## config.mk

```make
export PLATFORM = sky130hd
export DESIGN_NAME = seq_divider_8by4_flat
export DESIGN_NICKNAME = d
export VERILOG_FILES = /design/src/rtl/seq_divider_8by4_pkg.sv /design/src/rtl/seq_divider_8by4_if.sv /design/src/rtl/seq_divider_8by4_div_step.sv /design/src/rtl/seq_divider_8by4.sv /design/src/flat_wrapper.sv
export SDC_FILE = /design/constraint.sdc
export NUM_CORES = 1
export LEC_CHECK = 0
export ABC_AREA = 1
export CAP_MARGIN = 20
export CORE_ASPECT_RATIO = 2
export CORE_MARGIN = 5
export CORE_UTILIZATION = 30
export CTS_CLUSTER_DIAMETER = 200
export CTS_CLUSTER_SIZE = 24
export DETAILED_ROUTE_END_ITERATION = 10
export HOLD_SLACK_MARGIN = 0.1
export SYNTH_ARGS = -nofsm -noshare
export SYNTH_HDL_FRONTEND = slang
export SYNTH_SLANG_ARGS = --single-unit
export TNS_END_PERCENT = 1
```

## constraint.sdc

```tcl
create_clock -name clk -period 2.9 [get_ports clk]
set_input_delay 0.58 -clock clk [delete_from_list [all_inputs] [get_ports clk]]
set_output_delay 0.58 -clock clk [all_outputs]
set_load 0.03 [all_outputs]
```

## src/rtl/seq_divider_8by4_pkg.sv

```systemverilog
// Shared types and constants for the 8-by-4 sequential restoring divider.
package seq_divider_8by4_pkg;

    localparam int DEF_DIVIDEND_W = 8;
    localparam int DEF_DIVISOR_W  = 4;
    localparam int DEF_CNT_W      = 4;

    // Quotient reported when the divisor is zero: all ones.
    localparam logic [DEF_DIVIDEND_W-1:0] DIV0_QUOTIENT = '1;

    typedef enum logic [1:0] {
        IDLE = 2'd0,
        RUN  = 2'd1,
        DONE = 2'd2
    } state_e;

endpackage

```

## src/rtl/seq_divider_8by4_if.sv

```systemverilog
// Start/done handshake and operand/result bus of the sequential divider.
interface seq_divider_8by4_if #(
    parameter int DIVIDEND_W = 8,
    parameter int DIVISOR_W  = 4
);
    logic                  start;
    logic [DIVIDEND_W-1:0] dividend;
    logic [DIVISOR_W-1:0]  divisor;
    logic                  busy;
    logic                  done;
    logic [DIVIDEND_W-1:0] quotient;
    logic [DIVISOR_W-1:0]  remainder;
    logic                  div_by_zero;

    // Requester side: issues operands, observes status and results.
    modport master (
        output start, dividend, divisor,
        input  busy, done, quotient, remainder, div_by_zero
    );

    // Divider side.
    modport slave (
        input  start, dividend, divisor,
        output busy, done, quotient, remainder, div_by_zero
    );
endinterface

```

## src/rtl/seq_divider_8by4_div_step.sv

```systemverilog
// One combinational restoring-division iteration: shift in the next dividend
// bit, trial-subtract the divisor, keep the difference if it did not go negative.
module seq_divider_8by4_div_step #(
    parameter int DIVISOR_W = 4
) (
    input  logic [DIVISOR_W-1:0] p_i,      // partial remainder, always < divisor
    input  logic                 q_msb_i,  // next dividend bit shifted in
    input  logic [DIVISOR_W-1:0] d_i,      // divisor
    output logic [DIVISOR_W-1:0] p_o,      // next partial remainder
    output logic                 q_bit_o   // quotient bit retired this step
);

    logic [DIVISOR_W:0] t;

    // Compare/subtract at DIVISOR_W+1 bits; when T >= D the result is < D, so
    // the low DIVISOR_W bits of the difference hold it exactly.
    always_comb begin
        t       = {p_i, q_msb_i};
        q_bit_o = (t >= {1'b0, d_i});
        p_o     = q_bit_o ? (t[DIVISOR_W-1:0] - d_i) : t[DIVISOR_W-1:0];
    end

endmodule

```

## src/rtl/seq_divider_8by4.sv

```systemverilog
// 8-bit by 4-bit sequential restoring divider, one quotient bit per clock,
// behind a start/done handshake. Divide by zero answers in one cycle with an
// all-ones quotient and the div_by_zero flag.
module seq_divider_8by4
    import seq_divider_8by4_pkg::*;
#(
    parameter int DIVIDEND_W = DEF_DIVIDEND_W,
    parameter int DIVISOR_W  = DEF_DIVISOR_W,
    parameter int CNT_W      = DEF_CNT_W
) (
    input logic             clk,
    input logic             rst,
    seq_divider_8by4_if.slave bus
);

    // Working registers. The partial remainder is kept DIVISOR_W bits wide:
    // after every step it is below the divisor, so the extra bit of the
    // DIVISOR_W+1 trial value only exists inside the step logic.
    state_e                state_q, state_d;
    logic [CNT_W-1:0]      cnt_q, cnt_d;
    logic [DIVISOR_W-1:0]  p_q, p_d;
    logic [DIVIDEND_W-1:0] q_q, q_d;
    logic [DIVISOR_W-1:0]  d_q, d_d;

    // Registered outputs.
    logic                  busy_q, busy_d;
    logic                  done_q, done_d;
    logic [DIVIDEND_W-1:0] quotient_q, quotient_d;
    logic [DIVISOR_W-1:0]  remainder_q, remainder_d;
    logic                  div0_q, div0_d;

    logic [DIVISOR_W-1:0]  step_p;
    logic                  step_qbit;
    logic [DIVIDEND_W-1:0] q_shifted;

    seq_divider_8by4_div_step #(
        .DIVISOR_W (DIVISOR_W)
    ) u_step (
        .p_i     (p_q),
        .q_msb_i (q_q[DIVIDEND_W-1]),
        .d_i     (d_q),
        .p_o     (step_p),
        .q_bit_o (step_qbit)
    );

    assign q_shifted = {q_q[DIVIDEND_W-2:0], step_qbit};

    // Next-state and datapath update: accept starts in IDLE/DONE, iterate in RUN.
    always_comb begin
        state_d     = state_q;
        cnt_d       = cnt_q;
        p_d         = p_q;
        q_d         = q_q;
        d_d         = d_q;
        busy_d      = 1'b0;
        done_d      = 1'b0;
        quotient_d  = quotient_q;
        remainder_d = remainder_q;
        div0_d      = div0_q;

        unique case (state_q)
            IDLE, DONE: begin
                if (bus.start) begin
                    q_d    = bus.dividend;
                    p_d    = '0;
                    d_d    = bus.divisor;
                    cnt_d  = '0;
                    div0_d = 1'b0;
                    if (bus.divisor == '0) begin
                        // No iterations: answer immediately.
                        state_d     = DONE;
                        done_d      = 1'b1;
                        quotient_d  = DIV0_QUOTIENT;
                        remainder_d = '0;
                        div0_d      = 1'b1;
                    end else begin
                        state_d = RUN;
                        busy_d  = 1'b1;
                    end
                end else begin
                    state_d = IDLE;
                end
            end

            RUN: begin
                // start is deliberately not looked at here.
                p_d   = step_p;
                q_d   = q_shifted;
                cnt_d = cnt_q + CNT_W'(1);
                if (cnt_q == CNT_W'(DIVIDEND_W - 1)) begin
                    state_d     = DONE;
                    done_d      = 1'b1;
                    quotient_d  = q_shifted;
                    remainder_d = step_p;
                end else begin
                    busy_d = 1'b1;
                end
            end

            default: begin
                state_d = IDLE;
            end
        endcase
    end

    // Single state register for FSM, datapath and outputs; reset abandons any
    // operation in flight and clears all results.
    always_ff @(posedge clk) begin
        if (rst) begin
            state_q     <= IDLE;
            cnt_q       <= '0;
            p_q         <= '0;
            q_q         <= '0;
            d_q         <= '0;
            busy_q      <= 1'b0;
            done_q      <= 1'b0;
            quotient_q  <= '0;
            remainder_q <= '0;
            div0_q      <= 1'b0;
        end else begin
            state_q     <= state_d;
            cnt_q       <= cnt_d;
            p_q         <= p_d;
            q_q         <= q_d;
            d_q         <= d_d;
            busy_q      <= busy_d;
            done_q      <= done_d;
            quotient_q  <= quotient_d;
            remainder_q <= remainder_d;
            div0_q      <= div0_d;
        end
    end

    assign bus.busy        = busy_q;
    assign bus.done        = done_q;
    assign bus.quotient    = quotient_q;
    assign bus.remainder   = remainder_q;
    assign bus.div_by_zero = div0_q;

endmodule

```

## src/flat_wrapper.sv

```systemverilog
// flat-port wrapper written by rule: the top's interface ports become plain ports
module seq_divider_8by4_flat import seq_divider_8by4_pkg::*;
#(
    parameter int DIVIDEND_W = DEF_DIVIDEND_W,
    parameter int DIVISOR_W  = DEF_DIVISOR_W,
    parameter int CNT_W      = DEF_CNT_W
)
  (clk, rst, bus_start, bus_dividend, bus_divisor, bus_busy, bus_done, bus_quotient, bus_remainder, bus_div_by_zero);
  seq_divider_8by4_if #(.DIVIDEND_W(DIVIDEND_W), .DIVISOR_W(DIVISOR_W)) bus_i ();
  input logic clk;
  input logic rst;
  input wire logic [$bits(bus_i.start)-1:0] bus_start;
  input wire logic [$bits(bus_i.dividend)-1:0] bus_dividend;
  input wire logic [$bits(bus_i.divisor)-1:0] bus_divisor;
  output wire logic [$bits(bus_i.busy)-1:0] bus_busy;
  output wire logic [$bits(bus_i.done)-1:0] bus_done;
  output wire logic [$bits(bus_i.quotient)-1:0] bus_quotient;
  output wire logic [$bits(bus_i.remainder)-1:0] bus_remainder;
  output wire logic [$bits(bus_i.div_by_zero)-1:0] bus_div_by_zero;
  assign bus_i.start = bus_start;
  assign bus_i.dividend = bus_dividend;
  assign bus_i.divisor = bus_divisor;
  assign bus_busy = bus_i.busy;
  assign bus_done = bus_i.done;
  assign bus_quotient = bus_i.quotient;
  assign bus_remainder = bus_i.remainder;
  assign bus_div_by_zero = bus_i.div_by_zero;
  seq_divider_8by4 #(.DIVIDEND_W(DIVIDEND_W), .DIVISOR_W(DIVISOR_W), .CNT_W(CNT_W)) u_core (.clk(clk), .rst(rst), .bus(bus_i));
endmodule
```

[Yosys cells after proc, flatten, opt, wreduce, memory -nomap -nowiden]
Index checks and enable logic that the tools add are counted.
Operators by class
  $add $sub $neg: 2
  magnitude comparators: 1
  equal/unequal tests: 6
  mux-type cells: 26
  reductions and logical operators: 7
Operator list (count)
  8-bit two-way mux: 4
  8-bit case mux with 2 select lines: 2
  4-bit case mux with 2 select lines: 3
  4-bit two-way mux: 5
  1-bit two-way mux: 6
  2-bit two-way mux: 3
  5-bit by 4-bit greater-or-equal comparator with 1-bit output: 1
  4-bit by 1-bit adder with 4-bit output (second input constant): 1
  4-bit by 3-bit equality test with 1-bit output (second input constant): 1
  4-bit zero test: 1
  2-bit by 1-bit inequality test with 1-bit output (second input constant): 2
  1-bit case mux with 2 select lines: 2
  2-bit case mux with 2 select lines: 1
  2-bit AND reduction: 2
  4-bit AND reduction: 1
  4-bit subtractor: 1
  2-bit by 1-bit equality test with 1-bit output (second input constant): 1
  2-bit equality test (second input constant): 1
  2-bit zero test: 1
  2-bit inequality test (second input constant): 1
  2-bit nonzero test: 1
  2-bit OR reduction: 1
Word-level totals
  bits in registers: 37
  bits of input ports: 15
  output and inout port bits: 15
  logic and storage cells: 52

[Depth between registers and ports, before layout]
Gate-level depths: netlist (run 1).
  word-level depth: 4
  depth in mapped cells: 12
  mapped depth without buffers: 12

[Modules after synthesis]
From an unflattened synthesis (run 1), not the netlist that was laid out.
Second synthesis, totals
  cells, all modules: 243
  area, all modules: 1816.7 sq um
By module, submodules not included
  seq_divider_8by4: times used 1, cells an instance 204, area each 1562.7 sq um, seq. area each 740.7 sq um
  seq_divider_8by4_div_step: times used 1, cells an instance 39, area each 254.0 sq um, seq. area each 0.0 sq um

[Worst setup path before layout (run 1)]
No wires, ideal clock.
  path type: register to register
  from: register u_core.q_q[7]
  to: register u_core.p_q[2]
  setup time: 109 ps
  arrival time: 1370 ps
  required time: 2791 ps
  path slack: 1422 ps
  cell stages (with the launch flop): 9
  path buffers: 0
  period minus slack after synthesis: 1478 ps
  cell sequence: dfxtp_1 -> inv_1 -> ha_1 -> fa_1 -> xnor2_1 -> nand3_1 -> nand3_1 -> nand2_1 -> inv_1
On the way
  cells in the longest elaborated chain, start to end: 3
  elaborated cells on any way between the ends: 4
  those cells by class: add/sub: 1; order compare: 1; mux: 2
RTL lines
  start: declaration: RTL line seq_divider_8by4.sv:22  | logic [DIVIDEND_W-1:0] q_q, q_d;
  start signal: assignment: RTL line seq_divider_8by4.sv:124  | q_q <= q_d;
  4-bit subtractor / 5-bit by 4-bit greater-or-equal comparator with 1-bit output (equally long branches): RTL line seq_divider_8by4_div_step.sv:20, seq_divider_8by4_div_step.sv:19
  4-bit two-way mux (*): RTL line seq_divider_8by4_div_step.sv:20  | p_o = q_bit_o ? (t[DIVISOR_W-1:0] - d_i) : t[DIVISOR_W-1:0];
  4-bit case mux with 2 select lines (*): RTL line seq_divider_8by4.sv:61  | unique case (state_q)
  end signal: assignment: RTL line seq_divider_8by4.sv:123  | p_q <= p_d;
  end: declaration: RTL line seq_divider_8by4.sv:21  | logic [DIVISOR_W-1:0] p_q, p_d;
Mark *: on every way between the ends. The rest lies on a longest branch, timed or not.
A chain may end at the register's enable or synchronous reset.

[Worst setup path after layout (run 1)]
  from: register u_core.div0_q (netlist: u_core.bus.div_by_zero)
  to: output bus_div_by_zero
RTL lines
  start: declaration: RTL line seq_divider_8by4.sv:30  | logic div0_q, div0_d;
  start signal: assignment: RTL line seq_divider_8by4.sv:130  | div0_q <= div0_d;
  end: declaration: RTL line flat_wrapper.sv:19  | output wire logic [$bits(bus_i.div_by_zero)-1:0] bus_div_by_zero;
No word-level cell between the ends.

==> metrics, run 1 <==
Crit path largest cell delay=680 ps; drt drc=0; Pre-Repair DR Iteration Count=4; Sink Count=37; Yosys top cell by area=dfxtp_1; post-synthesis mux area share=0%; later-pin clock latency in the skew report=300 ps; FILL cells=594; Critical Path Fanout Max=2; die height=116 µm; proportion of layout cells with a drive suffix above 1=8.84%; die area=7350 µm²; worst-margin pin slew=366 ps; Seq/Total Area, Yosys=43.7%; post-CTS setup repair buffer count=0; dpl cell area=2010 µm²; CP Capture Type=output port; RSZ-0062 raised after global routing=false; GR Util All Layers=11.3%; Cells after DPL=301; Synth Area in Compound Gates=14.2%; final slew viol count=0; post-DR vias/cell=4.78; CP arrival=1330 ps; Nets=269; syn nets=240; Initial Util=31.0%; YS warnings=0; global route overflow=0; largest family of logic cells by synthesized area=simple AND/OR/NAND/NOR gates; Sum Neg Setup Slack=0 ps; fin worst setup slack=989 ps; Cells after Synth=219; Layout area overhead=24.7%; Mean Syn Cell Area=7.74 µm²; CTS root buf=clkbuf_8; Routed WL=3890 µm; delay-heaviest family, CP=buffers and inverters; Setup crit start kind=flop; mapped cell area=1700 µm²; Post-CTS Hold Buffers=0; number of max-cap violations=0; top post-synthesis cells by area=dfxtp_1, o21ai_0, inv_1; part of the cycle the worst path needs=65.9%; status=finished clean; clk slew on worst S/H paths=80 ps; gpl congestion=0.755; Synth top area share=43.7%; final setup skew=10.0 ps; TritonCTS Buffers=5; fmax=0.523 GHz; most common cell after layout, fill and taps aside=dfxtp_1; core area=5470 µm²; crit path max-delay cell type=clkdlybuf4s50_1; worst vdd ir=0.376 mV; Worst Path Buf+Inv=1; simple-gate share of the synthesized area=25.8%; H-Tree Depth=2; initial antenna violation count=0; routed len/inst=12.6 µm; DRT antenna net count=0; synthesized flop and latch total=37; P_leak=0.953 nW; post-route insts no fill=309; Die Wd=63.2 µm; xor-xnor portion of the synthesized cell area=0.517%; Final setup viols=0; num ports=30; WP data required=2320 ps; Clock Tree Buf Depth=2; # rows=38; dpl hpwl=2970 µm; relative slew slack=75.5%; pwr dens=556 nW/µm²; Final Hold Fails=0; Post-Synth Adder-Cell Area=4.87%; critical-path cell list=clkdlybuf4s50_1; pin count of the biggest net entering global routing=30; Buffers on Ports=29; first-pass GRT wire length=6510 µm; post-CTS resize count=0; hold crit path type=flop to flop; DRT iter0 DRCs=30; Post-Place Setup Slack=868 ps; most frequent cells in the layout=dfxtp_1, inv_1, nor2_1; Final Cell Area=2110 µm²; Distinct cells, synth=24; vias in the first global route=1,410; diodes inserted=0; critical path class=flop to output port; Final min period=1910 ps; CTS tree=done; Vias=1,476
[report_power, final]
part	internal [mW]	switching (mW)	leakage [nW]
Combinational	0.0805	0.125	0.596
Clock	0.219	0.190	0.0549
Sequential	0.538	0.0214	0.302
[stage by stage]
step | power [mW] | hold WS [ps] | utilization (%)
after floorplan | 0.717 | 435 | -
after global placement | 0.775 | 451 | 36.8
after detailed placement | 0.779 | 453 | 36.8
after CTS | 1.19 | 468 | 38.7
after global routing | 1.24 | 493 | 38.7
final | 1.18 | 461 | 38.7
[kinds of logic (layout without fill, tap and decap cells)]
logic type | Yosys count | count (layout)
adders and majority gates | 6 | 6
DFF | 37 | 37
xor gates and xnor gates | 1 | 1
buffers and inverters | 42 | 72
and+or+nand+nor | 91 | 91
AOI/OAI and AO/OA | 42 | 42
[layer usage]
metal	vias up	share of wire [%]	GRT usage, %
met2	35	56	20.8
met5	-	0	0
met4	0	2.7	6.37
met3	8	4.0	2.12
met1	665	38	11.9
li1	768	-	-
[state kept, by name, indices dropped and copies added (netlist names)]
| name | flops |
|---|---|
| u_core.state_q | 2 |
| u_core.bus.div_by_zero | 1 |
| u_core.bus.remainder | 4 |
| u_core.cnt_q | 4 |
| u_core.d_q | 4 |
| u_core.p_q | 4 |
| u_core.bus.done | 1 |
| u_core.bus.quotient | 8 |
| u_core.bus.busy | 1 |
| u_core.q_q | 8 |
[worst paths after layout]
check	slack, ps	to	start	depth (start not counted)
max	990	bus_div_by_zero	u_core.bus.div_by_zero$_SDFFE_PP0P_	1
max reg2reg	1260	u_core.p_q[0]$_SDFFE_PP0P_	u_core.p_q[1]$_SDFFE_PP0P_	9
min	460	u_core.d_q[3]$_SDFFE_PP0P_	u_core.d_q[3]$_SDFFE_PP0P_	2
min reg2reg	460	u_core.d_q[3]$_SDFFE_PP0P_	u_core.d_q[3]$_SDFFE_PP0P_	2
[area by class of cell]
cell class              count  area, µm²  area share (%)
well taps                  60       75.1            3.55
clock buffers               7       96.3            4.56
flip-flops and latches     37        741            35.0
inverters                  34        128            6.04
clock inverters             1       8.76           0.414
repair buffers             30        298            14.1
multi-input cells         140        768            36.3
[synthesized netlist by cell type]
master,instances
nor3_4,1
inv_2,4
o21ai_0,23
nand2_4,5
nand2_1,26
a211oi_1,2
a221oi_1,1
dfxtp_1,37
ha_1,5
o22ai_1,2
a21oi_2,1
a21oi_1,9
or2_1,1
nand2_2,2
buf_6,3
o221ai_1,4
buf_2,5
nor2_1,30
fa_1,1
nor3_1,5
inv_1,30
nand3_1,17
nand4_1,4
xnor2_1,1
(Power assumes the default switching activity.)
==> inputs of run 2 (changes only) <==
==> constraint.sdc (replaced) <==
create_clock -name clk -period 1.62 [get_ports clk]
set_input_delay 0.324 -clock clk [delete_from_list [all_inputs] [get_ports clk]]
set_output_delay 0.324 -clock clk [all_outputs]
set_load 0.03 [all_outputs]
==> metrics, run 2 (synthesized netlist as in run 1, its figures left out) <==
dpl cell area=2110 µm² (+4.9%); Final setup viols=0 (unchanged); WP data required=1810 ps (-510 ps); Initial Util=31.0% (unchanged); Reg2Reg Launch Point=u_core.p_q[1]$_SDFFE_PP0P_; crit path max-delay cell type=dfxtp_1; num ports=30 (unchanged); final setup skew=9.33 ps (-0.715 ps); RSZ-0062 raised after global routing=false; Vias=1,512 (+2.4%); Pre-Repair DR Iteration Count=4 (unchanged); proportion of layout cells with a drive suffix above 1=17.2% (+8.3 points); global route overflow=0 (unchanged); Final Util=41.3% (+2.6 points); Final Hold Fails=0 (unchanged); routed len/inst=12.8 µm (+2.0%); pin count of the biggest net entering global routing=14 (-53%); DRT iter0 DRCs=46 (+53%); critical-path cell list=ha_4, a21oi_2, nand2_1, nand2_4, nand2_4, nand3_1, nand3_1, nand2_1, inv_1; Nets=283 (+5.2%); Buffers on Ports=29 (unchanged); drt drc=0 (unchanged); post-DR vias/cell=4.70 (-1.7%); critical path class=flop to flop; Clock Tree Buf Depth=2 (unchanged); GR Util All Layers=11.6% (+0.25 points); first-pass GRT wire length=6540 µm (+0.54%); P_leak=1.11 nW (+16%); r2r setup slk=80 ps (-1180 ps); die height=116 µm (unchanged); dpl hpwl=3190 µm (+7.6%); Layout area overhead=33.2%; gpl congestion=0.747 (-1.1%); r2r endpoint=u_core.bus.remainder[1]$_SDFFE_PP0P_; vias in the first global route=1,448 (+2.7%); initial antenna violation count=0 (unchanged); Routed WL=4130 µm (+6.3%); worst hold slack=467 ps (+5.21 ps); Final min period=1540 ps; CTS root buf=clkbuf_8; core area=5470 µm² (unchanged); H-Tree Depth=2 (unchanged); Hold EP=u_core.bus.div_by_zero$_SDFFE_PP0P_; clk slew on worst S/H paths=70 ps (about the same); diodes inserted=0 (unchanged); pwr dens=939 nW/µm² (+69%); Sum Neg Setup Slack=0 ps (unchanged); hold path start=u_core.bus.div_by_zero$_SDFFE_PP0P_; CP arrival=1730 ps (+400 ps); relative slew slack=78.4% (+2.9 points); Final Cell Area=2260 µm² (+6.8%); Hold Path Cell Cnt=2 (unchanged); most frequent cells in the layout=dfxtp_1, nor2_1, inv_1; later-pin clock latency in the skew report=290 ps (about the same); r2r worst-path depth=9 (unchanged); number of max-cap violations=0 (unchanged); die area=7350 µm² (unchanged); final slew viol count=0 (unchanged); CTS tree=done; Setup crit start kind=flop; Crit path largest cell delay=420 ps (-260 ps); most common cell after layout, fill and taps aside=dfxtp_1; CP Capture Type=flop; status=finished clean; Die Wd=63.2 µm (unchanged); fmax=0.649 GHz; worst-margin pin slew=323 ps (-43.4 ps); Critical Path Fanout Max=6 (+4); TritonCTS Buffers=5 (unchanged); worst vdd ir=0.691 mV (+84%); Sink Count=37 (unchanged); # rows=38 (unchanged); DRT antenna net count=0 (unchanged); hold crit path type=flop to flop; part of the cycle the worst path needs=95.1%
## run 2: changes by cell type in the layout (fill, tap and decap cells not counted), moves of 3 or more
| cell | previous run | this run |
|---|---|---|
| buf_4 | 1 | 15 |
| dlygate4sd2_1 | 0 | 13 |
| ha_1 | 5 | 2 |
| ha_4 | 0 | 3 |
| clkdlybuf4s50_1 | 29 | 14 |
## run 2: worst max path at each step
stage | start | endpoint
after CTS | u_core.d_q[1]$_SDFFE_PP0P_ | u_core.bus.remainder[0]$_SDFFE_PP0P_
after global routing | u_core.p_q[1]$_SDFFE_PP0P_ | u_core.bus.remainder[3]$_SDFFE_PP0P_
after floorplan | u_core.q_q[7]$_SDFFE_PP0P_ | u_core.p_q[2]$_SDFFE_PP0P_
final | u_core.p_q[1]$_SDFFE_PP0P_ | u_core.bus.remainder[1]$_SDFFE_PP0P_
after detailed placement | bus_divisor[3] | u_core.bus.quotient[5]$_SDFFE_PP0P_
after global placement | bus_divisor[0] | u_core.bus.quotient[7]$_SDFFE_PP0P_
## run 2: critical path, delay by kind of cell, from the launching register on
family	cells	cell delay [ps]
adders and majority gates	1	240
buffers and inverters	1	30
DFF	1	420
and+or+nand+nor	6	560
AOI/OAI and AO/OA	1	180
## run 2: power by group
group / switching (mW) / leakage (nW) / internal (mW) / total (mW)
registers: 0.0405 / 0.303 / 0.965 / 1.01
clock network: 0.324 / 0.0433 / 0.336 / 0.660
logic: 0.259 / 0.759 / 0.195 / 0.455
total: 0.623 / 1.11 / 1.50 / 2.12
## run 2: layout make-up
type	count	area, µm²
multi-input combinational	140	831
clock buffer	6	82.6
clock inverter	1	7.51
inverter	34	128
timing repair buffer	44	392
sequential	37	743
fill	563	3210
tap	60	75.1
## run 2: timing repair
| action | CTS | global route |
|---|---|---|
| endpoints found under the setup margin | 15 | 11 |
| hold buffers | 0 | 0 |
| resized for setup | 13 | 15 |
| pin swaps | 0 | 3 |
| buffers inserted | 0 | 1 |
## run 2: per-layer routing
layer / wire length (µm) / track usage (%)
met3: 160 / 3.46
met2: 2290 / 21.5
met5: 0 / 0
met4: 142 / 6.37
met1: 1540 / 11.3
## run 2: through the flow
stage,instances,total power [mW],setup slack (ps)
2_1_floorplan,219,1.28,142
3_3_place_gp,314,1.42,5.30
3_5_place_dp,314,1.43,-13.8
4_1_cts,321,2.09,-2.58
5_1_grt,322,2.24,7.63
6_report,322,2.12,79.9
